<file path="src/rtl/a_b_req_arbiter_if.sv">
// Requester-side and A/B bus-side signals of the arbiter bundled as one interface.
// The arbiter takes the master modport; the environment driving requests and observing the bus takes slave.
interface a_b_req_arbiter_if #(
    parameter int unsigned NUM_REQ = 4,
    parameter int unsigned ADDR_W  = 12,
    parameter int unsigned DATA_W  = 24
);
    localparam int unsigned ID_W = $clog2(NUM_REQ);

    logic [NUM_REQ-1:0]        req_valid;
    logic [NUM_REQ*ADDR_W-1:0] req_addr;
    logic [NUM_REQ*DATA_W-1:0] req_data;
    logic [NUM_REQ-1:0]        req_ready;
    logic                      Valid_Addr;
    logic [ADDR_W-1:0]         Address;
    logic                      Valid_Data;
    logic [DATA_W-1:0]         Data;
    logic                      busy;
    logic                      done;
    logic [ID_W-1:0]           done_id;

    modport master (
        input  req_valid, req_addr, req_data,
        output req_ready, Valid_Addr, Address, Valid_Data, Data, busy, done, done_id
    );

    modport slave (
        output req_valid, req_addr, req_data,
        input  req_ready, Valid_Addr, Address, Valid_Data, Data, busy, done, done_id
    );
endinterface

</file>
<file path="src/rtl/a_b_req_arbiter.sv">
// Round-robin arbiter that grants one requester at a time and drives its address
// phase, then its data phase DATA_GAP cycles later, on the shared A/B request bus.
module a_b_req_arbiter #(
    parameter int unsigned NUM_REQ  = 4,
    parameter int unsigned ADDR_W   = 12,
    parameter int unsigned DATA_W   = 24,
    parameter int unsigned DATA_GAP = 1
) (
    input  logic              clk,
    input  logic              rst_n,
    a_b_req_arbiter_if.master bus
);
    localparam int unsigned ID_W  = $clog2(NUM_REQ);
    localparam int unsigned CNT_W = 4;

    if (DATA_GAP < 1 || DATA_GAP > 15) begin : g_bad_gap
        $error("a_b_req_arbiter: DATA_GAP must be within 1..15");
    end
    if (NUM_REQ < 2 || NUM_REQ > 8) begin : g_bad_num
        $error("a_b_req_arbiter: NUM_REQ must be within 2..8");
    end

    typedef enum logic [1:0] {IDLE, ADDR, GAP, DATA} state_t;

    state_t              state_q, state_d;
    logic [ID_W-1:0]     last_grant_q, last_grant_d;
    logic [ID_W-1:0]     id_q, id_d;
    logic [ID_W-1:0]     done_id_q, done_id_d;
    logic [CNT_W-1:0]    cnt_q, cnt_d;
    logic [DATA_W-1:0]   lat_data_q, lat_data_d;
    logic [DATA_W-1:0]   data_q, data_d;
    logic [ADDR_W-1:0]   address_q, address_d;
    logic                valid_addr_q, valid_addr_d;
    logic                valid_data_q, valid_data_d;
    logic                busy_q, busy_d;
    logic                done_q, done_d;

    logic [ID_W-1:0]     idx;
    logic [ID_W-1:0]     winner;
    logic                found;
    logic [NUM_REQ-1:0]  ready;
    logic                accept;

    // First valid requester after last_grant, wrapping
    always_comb begin
        found  = 1'b0;
        winner = '0;
        idx    = '0;
        for (int unsigned i = 1; i <= NUM_REQ; i++) begin
            idx = ID_W'((32'(last_grant_q) + i) % NUM_REQ);
            if (!found && bus.req_valid[idx]) begin
                found  = 1'b1;
                winner = idx;
            end
        end
    end

    assign ready  = (state_q == IDLE && found && rst_n) ? (NUM_REQ'(1) << winner) : '0;
    assign accept = |(bus.req_valid & ready);

    always_comb begin
        state_d      = state_q;
        last_grant_d = last_grant_q;
        id_d         = id_q;
        done_id_d    = done_id_q;
        cnt_d        = cnt_q;
        lat_data_d   = lat_data_q;
        busy_d       = busy_q;
        valid_addr_d = 1'b0;
        address_d    = '0;
        valid_data_d = 1'b0;
        data_d       = '0;
        done_d       = 1'b0;
        case (state_q)
            IDLE: begin
                if (accept) begin
                    last_grant_d = winner;
                    id_d         = winner;
                    lat_data_d   = bus.req_data[32'(winner)*DATA_W +: DATA_W];
                    address_d    = bus.req_addr[32'(winner)*ADDR_W +: ADDR_W];
                    valid_addr_d = 1'b1;
                    busy_d       = 1'b1;
                    state_d      = ADDR;
                end
            end
            ADDR: begin
                if (DATA_GAP == 1) begin
                    valid_data_d = 1'b1;
                    data_d       = lat_data_q;
                    done_d       = 1'b1;
                    done_id_d    = id_q;
                    state_d      = DATA;
                end else begin
                    cnt_d   = CNT_W'(DATA_GAP - 1);
                    state_d = GAP;
                end
            end
            GAP: begin
                if (cnt_q == CNT_W'(1)) begin
                    valid_data_d = 1'b1;
                    data_d       = lat_data_q;
                    done_d       = 1'b1;
                    done_id_d    = id_q;
                    state_d      = DATA;
                end else begin
                    cnt_d = cnt_q - CNT_W'(1);
                end
            end
            DATA: begin
                busy_d  = 1'b0;
                state_d = IDLE;
            end
            default: state_d = IDLE;
        endcase
    end

    always_ff @(posedge clk) begin
        if (!rst_n) begin
            state_q      <= IDLE;
            last_grant_q <= ID_W'(NUM_REQ - 1);
            id_q         <= '0;
            done_id_q    <= '0;
            cnt_q        <= '0;
            lat_data_q   <= '0;
            data_q       <= '0;
            address_q    <= '0;
            valid_addr_q <= 1'b0;
            valid_data_q <= 1'b0;
            busy_q       <= 1'b0;
            done_q       <= 1'b0;
        end else begin
            state_q      <= state_d;
            last_grant_q <= last_grant_d;
            id_q         <= id_d;
            done_id_q    <= done_id_d;
            cnt_q        <= cnt_d;
            lat_data_q   <= lat_data_d;
            data_q       <= data_d;
            address_q    <= address_d;
            valid_addr_q <= valid_addr_d;
            valid_data_q <= valid_data_d;
            busy_q       <= busy_d;
            done_q       <= done_d;
        end
    end

    assign bus.req_ready  = ready;
    assign bus.Valid_Addr = valid_addr_q;
    assign bus.Address    = address_q;
    assign bus.Valid_Data = valid_data_q;
    assign bus.Data       = data_q;
    assign bus.busy       = busy_q;
    assign bus.done       = done_q;
    assign bus.done_id    = done_id_q;
endmodule

</file>
<file path="src/flat_wrapper.sv">
// flat-port wrapper written by rule: the top's interface ports become plain ports
module a_b_req_arbiter_flat 
#(
    parameter int unsigned NUM_REQ  = 4,
    parameter int unsigned ADDR_W   = 12,
    parameter int unsigned DATA_W   = 24,
    parameter int unsigned DATA_GAP = 1
)
  (clk, rst_n, bus_req_valid, bus_req_addr, bus_req_data, bus_req_ready, bus_Valid_Addr, bus_Address, bus_Valid_Data, bus_Data, bus_busy, bus_done, bus_done_id);
  a_b_req_arbiter_if #(.NUM_REQ(NUM_REQ), .ADDR_W(ADDR_W), .DATA_W(DATA_W)) bus_i ();
  input  logic clk;
  input  logic rst_n;
  input wire logic [$bits(bus_i.req_valid)-1:0] bus_req_valid;
  input wire logic [$bits(bus_i.req_addr)-1:0] bus_req_addr;
  input wire logic [$bits(bus_i.req_data)-1:0] bus_req_data;
  output wire logic [$bits(bus_i.req_ready)-1:0] bus_req_ready;
  output wire logic [$bits(bus_i.Valid_Addr)-1:0] bus_Valid_Addr;
  output wire logic [$bits(bus_i.Address)-1:0] bus_Address;
  output wire logic [$bits(bus_i.Valid_Data)-1:0] bus_Valid_Data;
  output wire logic [$bits(bus_i.Data)-1:0] bus_Data;
  output wire logic [$bits(bus_i.busy)-1:0] bus_busy;
  output wire logic [$bits(bus_i.done)-1:0] bus_done;
  output wire logic [$bits(bus_i.done_id)-1:0] bus_done_id;
  assign bus_i.req_valid = bus_req_valid;
  assign bus_i.req_addr = bus_req_addr;
  assign bus_i.req_data = bus_req_data;
  assign bus_req_ready = bus_i.req_ready;
  assign bus_Valid_Addr = bus_i.Valid_Addr;
  assign bus_Address = bus_i.Address;
  assign bus_Valid_Data = bus_i.Valid_Data;
  assign bus_Data = bus_i.Data;
  assign bus_busy = bus_i.busy;
  assign bus_done = bus_i.done;
  assign bus_done_id = bus_i.done_id;
  a_b_req_arbiter #(.NUM_REQ(NUM_REQ), .ADDR_W(ADDR_W), .DATA_W(DATA_W), .DATA_GAP(DATA_GAP)) u_core (.clk(clk), .rst_n(rst_n), .bus(bus_i));
endmodule
</file>
<file path="config.mk">
export PLATFORM = sky130hd
export DESIGN_NAME = a_b_req_arbiter_flat
export DESIGN_NICKNAME = d
export VERILOG_FILES = /design/src/rtl/a_b_req_arbiter_if.sv /design/src/rtl/a_b_req_arbiter.sv /design/src/flat_wrapper.sv
export SDC_FILE = /design/constraint.sdc
export NUM_CORES = 1
export LEC_CHECK = 0
export CORE_AREA = 2 2 97 99
export CTS_CLUSTER_SIZE = 12
export DETAILED_ROUTE_END_ITERATION = 7
export DIE_AREA = 0 0 99 101
export GPL_ROUTABILITY_DRIVEN = 0
export GPL_TIMING_DRIVEN = 1
export PLACE_DENSITY = 0.78
export SLEW_MARGIN = 20
export SYNTH_ARGS = -nofsm -noshare
export SYNTH_HDL_FRONTEND = slang
export SYNTH_SLANG_ARGS = --single-unit
</file>
<file path="constraint.sdc">
create_clock -name clk -period 2 [get_ports clk]
set_input_delay 0.3 -clock clk [delete_from_list [all_inputs] [get_ports clk]]
set_output_delay 0.3 -clock clk [all_outputs]
set_load 0.1 [all_outputs]
</file>
* Yosys cells after proc, flatten, opt, wreduce, memory -nomap -nowiden
Index checks and enable logic that the tools add are counted.
** Word-level totals
- Logic and storage cells :: 81
- Output and inout bits :: 46
- Input bits :: 150
- Bits in registers :: 75
** Operators by class
- Equality and inequality tests :: 6
- Multipliers :: 2
- Multiplexer cells :: 29
- Bitwise operators :: 2
- Add/subtract/negate cells :: 5
- Magnitude comparators :: 4
- Shifts and indexed selects :: 3
- Reductions and logical operators :: 19
** Operator list (number)
- 96-bit by 8-bit variable part select with 24-bit output :: 1
- 24-bit one-hot mux with 2 select lines :: 1
- 48-bit by 7-bit variable part select with 12-bit output :: 1
- 24-bit 2-to-1 mux :: 1
- 2-bit 2-to-1 mux :: 7
- 2-bit by 3-bit < comparator with 1-bit output (second input constant) :: 4
- 2-bit AND reduction :: 6
- 1-bit 2-to-1 mux :: 11
- 1-bit binary-select mux with 2-bit select :: 4
- 2-bit by 2-bit multiplier with 4-bit output (second input constant) :: 2
- 2-bit one-hot mux with 4 select lines :: 1
- 1-bit logical AND :: 5
- 2-bit by 1-bit adder with 2-bit output (second input constant) :: 2
- 2-bit adder (second input constant) :: 2
- 4-bit AND :: 1
- 2-bit equality test (second input constant) :: 2
- 4-bit by 1-bit equality test with 1-bit output (second input constant) :: 1
- 4-bit 2-to-1 mux :: 1
- 2-bit by 1-bit != test with 1-bit output (second input constant) :: 2
- 1-bit one-hot mux with 2 select lines :: 2
- 2-bit one-hot mux with 2 select lines :: 1
- 2-bit nonzero test :: 2
- 4-bit OR reduction :: 1
- 1-bit by 2-bit left shift with 4-bit output (first input constant) :: 1
- 6 further kinds :: 8

* Logic depth before layout (Yosys ltp)
- Depth in word-level cells :: 20
- Mapped depth :: 9
- Mapped depth without buffers :: 7

* Worst setup path before layout
No wires, ideal clock.
- Path type :: input to output
- Start :: input bus_req_valid[3]
- End :: output bus_req_ready[0]
- Path buffers :: 2
- Stages on the path :: 5
- Data arrival time :: 1.980 ns
- Path slack :: -0.280 ns
- Required time :: 1.700 ns
- Cells stage by stage :: buf_4 -> or3_1 -> o211ai_2 -> buf_2 -> and2_1
** Between the ends
- Longest elaborated chain between the ends :: 15
- Elaborated cells on any way between the ends :: 26
- Those cells by class :: shift: 1; mux: 17; reduce/logical: 8
** RTL lines
- start, declared :: RTL line flat_wrapper.sv:13 : input wire logic [$bits(bus_i.req_valid)-1:0] bus_req_valid;
- 1-bit binary-select mux with 2-bit select :: RTL line a_b_req_arbiter.sv:51 : if (!found && bus.req_valid[idx]) begin
- 1-bit 2-to-1 mux (not written as such) :: RTL line a_b_req_arbiter.sv:51
- 1-bit 2-to-1 mux :: RTL line a_b_req_arbiter.sv:51
- 1-bit logical NOT :: RTL line a_b_req_arbiter.sv:51
- 1-bit logical AND :: RTL line a_b_req_arbiter.sv:51
- 1-bit 2-to-1 mux :: RTL line a_b_req_arbiter.sv:51
- 1-bit logical NOT :: RTL line a_b_req_arbiter.sv:51
- 1-bit logical AND :: RTL line a_b_req_arbiter.sv:51
- 1-bit 2-to-1 mux :: RTL line a_b_req_arbiter.sv:51
- 1-bit logical NOT :: RTL line a_b_req_arbiter.sv:51
- 1-bit logical AND :: RTL line a_b_req_arbiter.sv:51
- 1-bit 2-to-1 mux :: RTL line a_b_req_arbiter.sv:51
- 1-bit logical AND (2 in a row) :: RTL line a_b_req_arbiter.sv:58 : assign ready = (state_q == IDLE && found && rst_n) ? (NUM_REQ'(1) << winner) : '0;
- 4-bit 2-to-1 mux (*) :: RTL line a_b_req_arbiter.sv:58
- end, declared :: RTL line flat_wrapper.sv:16 : output wire logic [$bits(bus_i.req_ready)-1:0] bus_req_ready;
Every way passes the cells marked *; elsewhere a longest branch is shown, timed or not. The select of a mux whose other input is x is not followed.

* Worst setup path in the final report
- Start :: register u_core.last_grant_q[0]
- End :: output bus_req_ready[3]
** Between the ends
- Longest elaborated chain between the ends :: 16
- Elaborated cells on any way between the ends :: 30
- Those cells by class :: add/sub: 4; shift: 1; mux: 17; reduce/logical: 8
** RTL lines
- start, declared :: RTL line a_b_req_arbiter.sv:26 : logic [ID_W-1:0] last_grant_q, last_grant_d;
- start signal, assigned :: RTL line a_b_req_arbiter.sv:120 : last_grant_q <= ID_W'(NUM_REQ - 1);
- start signal, assigned :: RTL line a_b_req_arbiter.sv:133 : last_grant_q <= last_grant_d;
- 2-bit by 1-bit adder with 2-bit output :: RTL line a_b_req_arbiter.sv:50 : idx = ID_W'((32'(last_grant_q) + i) % NUM_REQ);
- 1-bit binary-select mux with 2-bit select :: RTL line a_b_req_arbiter.sv:51
- 1-bit 2-to-1 mux (not written as such) :: RTL line a_b_req_arbiter.sv:51
- 1-bit 2-to-1 mux :: RTL line a_b_req_arbiter.sv:51
- 1-bit logical NOT :: RTL line a_b_req_arbiter.sv:51
- 1-bit logical AND :: RTL line a_b_req_arbiter.sv:51
- 1-bit 2-to-1 mux :: RTL line a_b_req_arbiter.sv:51
- 1-bit logical NOT :: RTL line a_b_req_arbiter.sv:51
- 1-bit logical AND :: RTL line a_b_req_arbiter.sv:51
- 1-bit 2-to-1 mux :: RTL line a_b_req_arbiter.sv:51
- 1-bit logical NOT :: RTL line a_b_req_arbiter.sv:51
- 1-bit logical AND :: RTL line a_b_req_arbiter.sv:51
- 1-bit 2-to-1 mux :: RTL line a_b_req_arbiter.sv:51
- 1-bit logical AND (2 in a row) :: RTL line a_b_req_arbiter.sv:58
- 4-bit 2-to-1 mux (*) :: RTL line a_b_req_arbiter.sv:58
Marks and branches as above.

==> metrics <==
run status finished clean; Die ar. 0.0100 mm²; Worst Skew 0.00856 ns; Worst Max-Slew Pin Slew 0.587 ns; f_max 0.517 GHz; crit path kind flop to primary output; largest net degree at the start of global routing 30; minimum hold slack 0.455 ns; Slew HR 60.8%; Post-synth EDFFs 0; largest family of logic cells by synthesized area compound AO/OA/AOI/OAI gates; Net Count, Synth 505; xor/xnor share of the synthesized area 0.546%; hold crit path type flop to flop; clk slew on worst S/H paths 0.08 ns; placed insts 644; Max Cap Viol 0; met1 Use GR 25.7%; most used flip-flop cell after synthesis dfxtp_1; Final #Nets 709; final setup TNS 0 ns; CTS buffer count 9; vias per cell 5.27; sequential fraction of the synthesis area 46.8%; num ports 196; global-route wire length before repair 17000 µm; crit path max fanout 3; Startpoint Class flop; instance count of the mapped netlist 348; RSZ-0062 raised after global routing yes; ANT nets after route 0; chip width 99 µm; arrival time worst endpoint 1.64 ns; Final Max Tran Viols 0; master of the slowest instance on the critical path dfxtp_4; Starting Density 35.7%; placed cell area 0.00529 mm²; initial antenna violation count 1; final worst slack 0.0639 ns; Synth cell types 38; root buffer cell clkbuf_8; Core Area 0.00898 mm²; Pre-antenna DRT Iters 5; Static Leakage 2.33 nW; vias in the first global route 3404; post-cts hold buffer count 0; fin crit period 1.94 ns; pre-CTS setup slack -0.580 ns; Clk Latency, worst-skew pair 0.34 ns; met2 usage 38.1%; met3 usage 6.03%; PortBufs 195; compound-gate portion of the synthesized area 27.1%; die height 101 µm; WL/cell 16.7 µm; vias 3528; Post-route DRC 0; post-route cell area 0.00564 mm²; total power 5.27 mW; CTS sink cnt 75; routed wire length 11200 µm; max incr delay on CP 0.37 ns; Cell Area, Synth 0.00321 mm²; Max VDD drop 0.491 mV; synthesized area per cell 9.22 µm²; crit-path most repeated cell buf_6; Starting DRT DRC Count 214; post-synthesis mux area share 0.936%; Critical Path RT 1.70 ns; PwrDens 934 mW/mm²; Yosys warning total 0; Yosys reg bits 75; CP Cell Sequence buf_6, buf_6, nor2b_4, o21bai_2, a21boi_4, and2_4, buf_12; H-tree levels 3; endpoints failing setup 0; simple-gate share of the synthesized area 15.4%; Rows 35; layout cells sized above 1 20.1%; Final Hold Viols 0; post-synthesis adder-cell area fraction 2.73%; Fill cells 770; fin util 62.8%; CTS max path bufs 2; global route overflow 0; Async S/R FF share, synth 0%; CP Capture Type primary output; global-route usage over all layers 21.6%; non-filler cells, final 669; GR peak layer met2; Area Overhead vs Synth 75.8%; fin crit share 96.8%; DP HPWL 7820 µm; CTS tree yes
flip-flops by register name, summed over array words and instances, names as in the netlist:
name,count
u_core.cnt_q,4
u_core.bus.Address,12
u_core.bus.Valid_Data,1
u_core.bus.Data,24
u_core.id_q,2
u_core.lat_data_q,24
u_core.bus.done_id,2
u_core.bus.busy,1
u_core.bus.Valid_Addr,1
u_core.state_q,2
u_core.last_grant_q,2
cell families after synthesis:
kind of cell	after synthesis
xor+xnor	2
fa+ha+maj	7
simple gates	101
mux	3
buf+inv	39
compound gates	121
flops	75
layout by cell type (no fill, tap or decap), drive strengths merged, types with 3 or more instances in the layout:
| cell | synthesis | final |
|---|---|---|
| clkbuf | 11 | 9 |
| a222oi | 36 | 36 |
| a21oi | 14 | 14 |
| and2 | 33 | 33 |
| nand3 | 4 | 4 |
| clkinv | 0 | 4 |
| o21ai | 34 | 34 |
| nor2 | 7 | 7 |
| dlygate4sd2 | 0 | 3 |
| a31oi | 25 | 25 |
| dfxtp | 75 | 75 |
| ha | 7 | 7 |
| nand2 | 48 | 48 |
| buf | 20 | 74 |
| mux2i | 3 | 3 |
| clkdlybuf4s50 | 0 | 145 |
| nor2b | 5 | 6 |
| inv | 8 | 8 |
per-layer routing:
metal	up-vias	part of all wire [%]
met1	1632	40
met4	0	1.9
met3	14	9.3
li1	1704	-
met5	-	0
met2	178	49
final cells by class:
type | instances | area (µm²) | area share, %
repair buffers | 223 | 2190 | 38.9
well taps | 111 | 139 | 2.46
multi-input cells | 235 | 1570 | 27.8
clock inverters | 7 | 68.8 | 1.22
diodes | 1 | 2.50 | 0.0444
flip-flops and latches | 75 | 1510 | 26.8
inverters | 8 | 35.0 | 0.621
clock buffers | 9 | 124 | 2.20
Yosys cell counts (2+ instances only):
master	n	area, µm²
inv_2	2	7.51
nand3_1	3	15.0
buf_4	7	52.6
buf_2	10	50.1
a21oi_1	14	70.1
a222oi_1	36	360
o211a_1	2	20.0
inv_1	6	22.5
dfxtp_1	75	1500
o21ai_1	7	35.0
nand2_1	48	180
nor2_1	6	22.5
a31oi_1	25	156
mux2i_1	3	30.0
o21ai_0	27	135
clkbuf_1	11	41.3
and2_1	33	206
nor2b_1	5	31.3
buf_6	3	33.8
ha_1	7	87.6
what timing repair did:
item,in CTS,in global routing
setup buffers,4,1
pin swaps,12,4
resized for setup,16,10
endpoints found under the setup margin,20,19
gates cloned,3,0
worst paths after layout:
kind | from | endpoint | slack (ns) | depth (start not counted)
worst max-delay path | u_core.last_grant_q[0] | bus_req_ready[3] | 0.06 | 7
worst min-delay path | u_core.lat_data_q[21] | u_core.bus.Data[21] | 0.45 | 1
worst max register to register | u_core.last_grant_q[0] | u_core.bus.Address[7] | 0.12 | 9
worst min register to register | u_core.lat_data_q[21] | u_core.bus.Data[21] | 0.45 | 1
power breakdown:
part           internal, mW  leakage, nW  switching (mW)  total (mW)
sequential             1.72        0.613           0.122        1.85
clock                 0.572       0.0950           0.569        1.14
combinational         0.894         1.62            1.39        2.28
worst max-delay path: cells and delay by family (launching register included):
kind	cells	cell delay [ns]
simple gates	2	0.30
flops	1	0.37
buf+inv	3	0.36
compound gates	2	0.25
Note: power is estimated with default switching activity, not from simulation.
==> RTL change 1: new RTL, config.mk and constraints unchanged <==
`NUM_REQ` is set to 4 in 3 places; all go to 2.
--- a/src/rtl/a_b_req_arbiter_if.sv
+++ b/src/rtl/a_b_req_arbiter_if.sv
@@ -1,7 +1,7 @@
 // Requester-side and A/B bus-side signals of the arbiter bundled as one interface.
 // The arbiter takes the master modport; the environment driving requests and observing the bus takes slave.
 interface a_b_req_arbiter_if #(
-    parameter int unsigned NUM_REQ = 4,
+    parameter int unsigned NUM_REQ = 2,
     parameter int unsigned ADDR_W  = 12,
     parameter int unsigned DATA_W  = 24
 );
--- a/src/rtl/a_b_req_arbiter.sv
+++ b/src/rtl/a_b_req_arbiter.sv
@@ -1,7 +1,7 @@
 // Round-robin arbiter that grants one requester at a time and drives its address
 // phase, then its data phase DATA_GAP cycles later, on the shared A/B request bus.
 module a_b_req_arbiter #(
-    parameter int unsigned NUM_REQ  = 4,
+    parameter int unsigned NUM_REQ  = 2,
     parameter int unsigned ADDR_W   = 12,
     parameter int unsigned DATA_W   = 24,
     parameter int unsigned DATA_GAP = 1
--- a/src/flat_wrapper.sv
+++ b/src/flat_wrapper.sv
@@ -1,7 +1,7 @@
 // flat-port wrapper written by rule: the top's interface ports become plain ports
 module a_b_req_arbiter_flat 
 #(
-    parameter int unsigned NUM_REQ  = 4,
+    parameter int unsigned NUM_REQ  = 2,
     parameter int unsigned ADDR_W   = 12,
     parameter int unsigned DATA_W   = 24,
     parameter int unsigned DATA_GAP = 1
Ports: changed (5 resized); port bits go from 196 to 119. The function was not compared with the original's and may differ.
==> RTL change 1 against the original RTL <==
Core utilization is 17 points lower. Synthesized area down 18%. Wire length fell by 36%. Sequential power shrank 2%. Worst setup slack improved by 25 ps. Sequential share of layout area is 8.2 points higher. Sequential cell count down 3. Synthesized cell count shrank 29%. Total power shrank 2.4%. Critical path depth decreased by 2. Clock power is 14% higher. Critical path type unchanged. Final area fell by 27%. Global-route usage is 7.4 points lower. Fmax rose by 1.3%.
==> RTL change 1: results (changes against the original RTL) <==
| Metric | Value |
|---|---|
| Run status | complete, no violations |
| Largest fanout of any net on the critical path | 6 (+3) |
| Total global-route track usage | 14.2% (-7.4 points) |
| Clock skew | 9.85 ps (+1.29 ps) |
| Nets | 454 (-36%) |
| Largest net degree at the start of global routing | 25 (-17%) |
| Fraction of final layout cells with drive strength greater than 1 | 21.5% (+1.4 points) |
| Part of the total power dissipated in the clock network | 25.3% (+3.6 points) |
| Worst setup slack for register-to-register paths | 240 ps (+120 ps) |
| Synth top area cells | dfxtp_1 (55%), and2_1 (6.0%), a32oi_1 (4.3%) |
| Antenna Diode Count | 0 (-1) |
| Crit path to | bus_req_ready[1] |
| Per-cell routed wire length | 14.7 um (-12%) |
| Avg Vias per Cell | 4.84 (-8.2%) |
| PostCTS Resize Cnt | 1 (-15) |
| Number of violations reported at the end of detailed-routing iteration 0 | 74 (-65%) |
| Transition at the pin with the smallest max-transition slack | 777 ps (+190 ps) |
| Capturing point of the worst reg2reg path | u_core.lat_data_q[15] |
| Netlist cell types | 35 (-7.9%) |
| Antenna violations before repair | 0 (-1) |
| Top post-synthesis cells by count | dfxtp_1 (72), and2_1 (25), a21oi_1 (17), nand3_1 (14), a32oi_1 (13) |
| Sequential share of the synthesized area | 54.9% (+8.1 points) |
| Peak supply drop | 0.000723 V (+47%) |
| Relative contribution of combinational cells to total power | 39.5% (-3.8 points) |
| Total setup buffers inserted after CTS | 1 (-3) |
| Detailed Place HPWL | 5130 um (-34%) |
| Pre-CTS worst setup slack | 40.6 ps (+621 ps) |
| Leak Pwr | 0.00174 uW (-25%) |
| Beginning of the worst hold path | u_core.lat_data_q[16] |
==> RTL change 1: final cells by class <==
cell class	count	area share [%]
sequential	72	35.0
timing repair buffer	132	29.2
multi-input combinational	147	26.0
clock buffer	12	3.76
tap	111	3.37
clock inverter	4	1.85
inverter	9	0.820
==> RTL change 1: logic make-up after synthesis <==
kind of cell	share of synthesized area, %
adder cells (fa/ha/maj)	3.33
AO/OA/AOI/OAI	19.7
AND/OR/NAND/NOR	15.6
multiplexers	1.14
buffers and inverters	5.38
flip-flops	54.9
==> RTL change 1: layer usage <==
layer  global-route usage (%)  routed length, um
met5                        0                  0
met4                     5.16                 63
met3                     4.92                622
met2                     23.9               3450
met1                     16.9               3030
==> RTL change 1: stage by stage <==
step / instance area (sq um) / hold slack, ps / power (uW) / std cells
finish: 4120 / 458 / 5140 / 487
global route: 4120 / 467 / 5420 / 487
CTS: 4110 / 459 / 5180 / 487
detailed placement: 3860 / 442 / 3820 / 469
global placement: 3860 / 439 / 3760 / 469
floorplan: 2630 / 425 / 3260 / 246
==> RTL change 2: new RTL, same settings <==
Made on the original files. Take the reset off `lat_data_q` and load it in a clocked block of its own.
--- a/src/rtl/a_b_req_arbiter.sv
+++ b/src/rtl/a_b_req_arbiter.sv
@@ -121,7 +121,6 @@
             id_q         <= '0;
             done_id_q    <= '0;
             cnt_q        <= '0;
-            lat_data_q   <= '0;
             data_q       <= '0;
             address_q    <= '0;
             valid_addr_q <= 1'b0;
@@ -134,7 +133,6 @@
             id_q         <= id_d;
             done_id_q    <= done_id_d;
             cnt_q        <= cnt_d;
-            lat_data_q   <= lat_data_d;
             data_q       <= data_d;
             address_q    <= address_d;
             valid_addr_q <= valid_addr_d;
@@ -142,6 +140,10 @@
             busy_q       <= busy_d;
             done_q       <= done_d;
         end
+    end
+
+    always_ff @(posedge clk) begin
+        lat_data_q <= lat_data_d;
     end
 
     assign bus.req_ready  = ready;
Check against the original RTL: same outputs for any inputs over 4 cycles, from zero or initial values and one cycle with rst_n low; that may be too few to reach the edited logic, so the function may still have changed.
==> RTL change 2 against the original RTL <==
Synthesized cell count increased by 2.9%. Wire length up 2.0%. Sequential cell count unchanged. Final area grew 3.6%. Die area stayed put. Combinational power rose by 25%. Worst setup slack improved by 1.1 ps. Final cell count is 2.4% higher. Total power up 15%. Synthesized area increased by 7.2%. Critical path type unchanged. Critical endpoint is now bus_req_ready[2]. Largest cell class unchanged.
==> RTL change 2: results (changes against the original RTL) <==
| Metric | Value |
|---|---|
| Run status | complete, no violations |
| Fraction of final layout cells with drive strength greater than 1 | 19.2% (-0.94 points) |
| Worst reg2reg startpoint | u_core.last_grant_q[1] |
| Switching pwr | 2540 uW (+22%) |
| Largest fanout of any net on the critical path | 10 (+7) |
| Area of the multi-input gates | 1560 sq um (-0.56%) |
| Peak supply drop | 0.000629 V (+28%) |
| Length in cells of the worst reg-to-reg path | 5 (-4) |
| Worst Hold Endpoint | u_core.bus.Data[18] |
| Via count of the first global-routing pass | 3553 (+4.4%) |
| Xor-xnor portion of the synthesized cell area | 0.509% (-0.037 points) |
| Avg Inst Size Synth | 9.61 sq um (+4.2%) |
| Critical-path cell with the highest stage delay | dfxtp_2 |
| Synth top area cells | dfxtp_1 (30%), edfxtp_1 (21%), a22oi_1 (8.1%) |
| Max incr delay on CP | 450 ps (+80 ps) |
| Number of violations reported at the end of detailed-routing iteration 0 | 99 (-54%) |
| Total setup buffers inserted after CTS | 2 (-2) |
| PostCTS Resize Cnt | 13 (-3) |
| Top post-synthesis cells by count | dfxtp_1 (51), nand2_1 (45), a22oi_1 (37), o21ai_0 (35), and2_1 (31) |
| Antenna violations before repair | 0 (-1) |
| Placed insts | 666 (+3.4%) |
| Netlist cell types | 39 (+2.6%) |
| Mux share of post-synthesis cell area | 1.45% (+0.52 points) |
| Number of nets produced by synthesis | 515 (+2.0%) |
| Total global-route track usage | 21.9% (+0.24 points) |
[RTL change 2: worst reg2reg max path, delay by kind of cell (launching register included)]
kind | cells | cell delay [ps]
AOI/OAI and AO/OA | 2 | 560
and+or+nand+nor | 1 | 120
buffers and inverters | 2 | 330
DFF | 1 | 450
[RTL change 2: logic make-up (layout without fill, tap and decap cells)]
kind of cell,after synthesis,after routing
AND/OR/NAND/NOR,126,126
AO/OA/AOI/OAI,107,107
flip-flops,75,75
buffers and inverters,36,252
adder cells (fa/ha/maj),7,7
multiplexers,5,5
XOR/XNOR,2,2
[RTL change 2: layer usage]
| layer | global-route usage [%] | wire [um] |
|---|---|---|
| met5 | 0 | 0 |
| met4 | 10.4 | 369 |
| met3 | 5.13 | 920 |
| met2 | 39.3 | 5730 |
| met1 | 24.3 | 4400 |
[RTL change 2: worst max path at each step]
stage	start	end	slack, ps	depth (start not counted)
floorplan	bus_req_valid[2]	bus_req_ready[0]	-10	5
global placement	bus_req_valid[3]	bus_req_ready[0]	-120	6
detailed placement	bus_req_valid[3]	u_core.lat_data_q[8]	-190	7
CTS	u_core.state_q[0]	bus_req_ready[3]	20	6
global route	u_core.state_q[0]	bus_req_ready[3]	7	6
finish	u_core.last_grant_q[1]	bus_req_ready[2]	70	4
[RTL change 2: metrics by stage]
| step | worst slack (ps) | instance area, sq um | total power [uW] |
|---|---|---|---|
| 2_1_floorplan | -14.9 | 3450 | 3950 |
| 3_3_place_gp | -119 | 5610 | 4840 |
| 3_5_place_dp | -195 | 5610 | 4910 |
| 4_1_cts | 20.4 | 5840 | 6090 |
| 5_1_grt | 6.78 | 5840 | 6350 |
| 6_report | 65.0 | 5840 | 6050 |
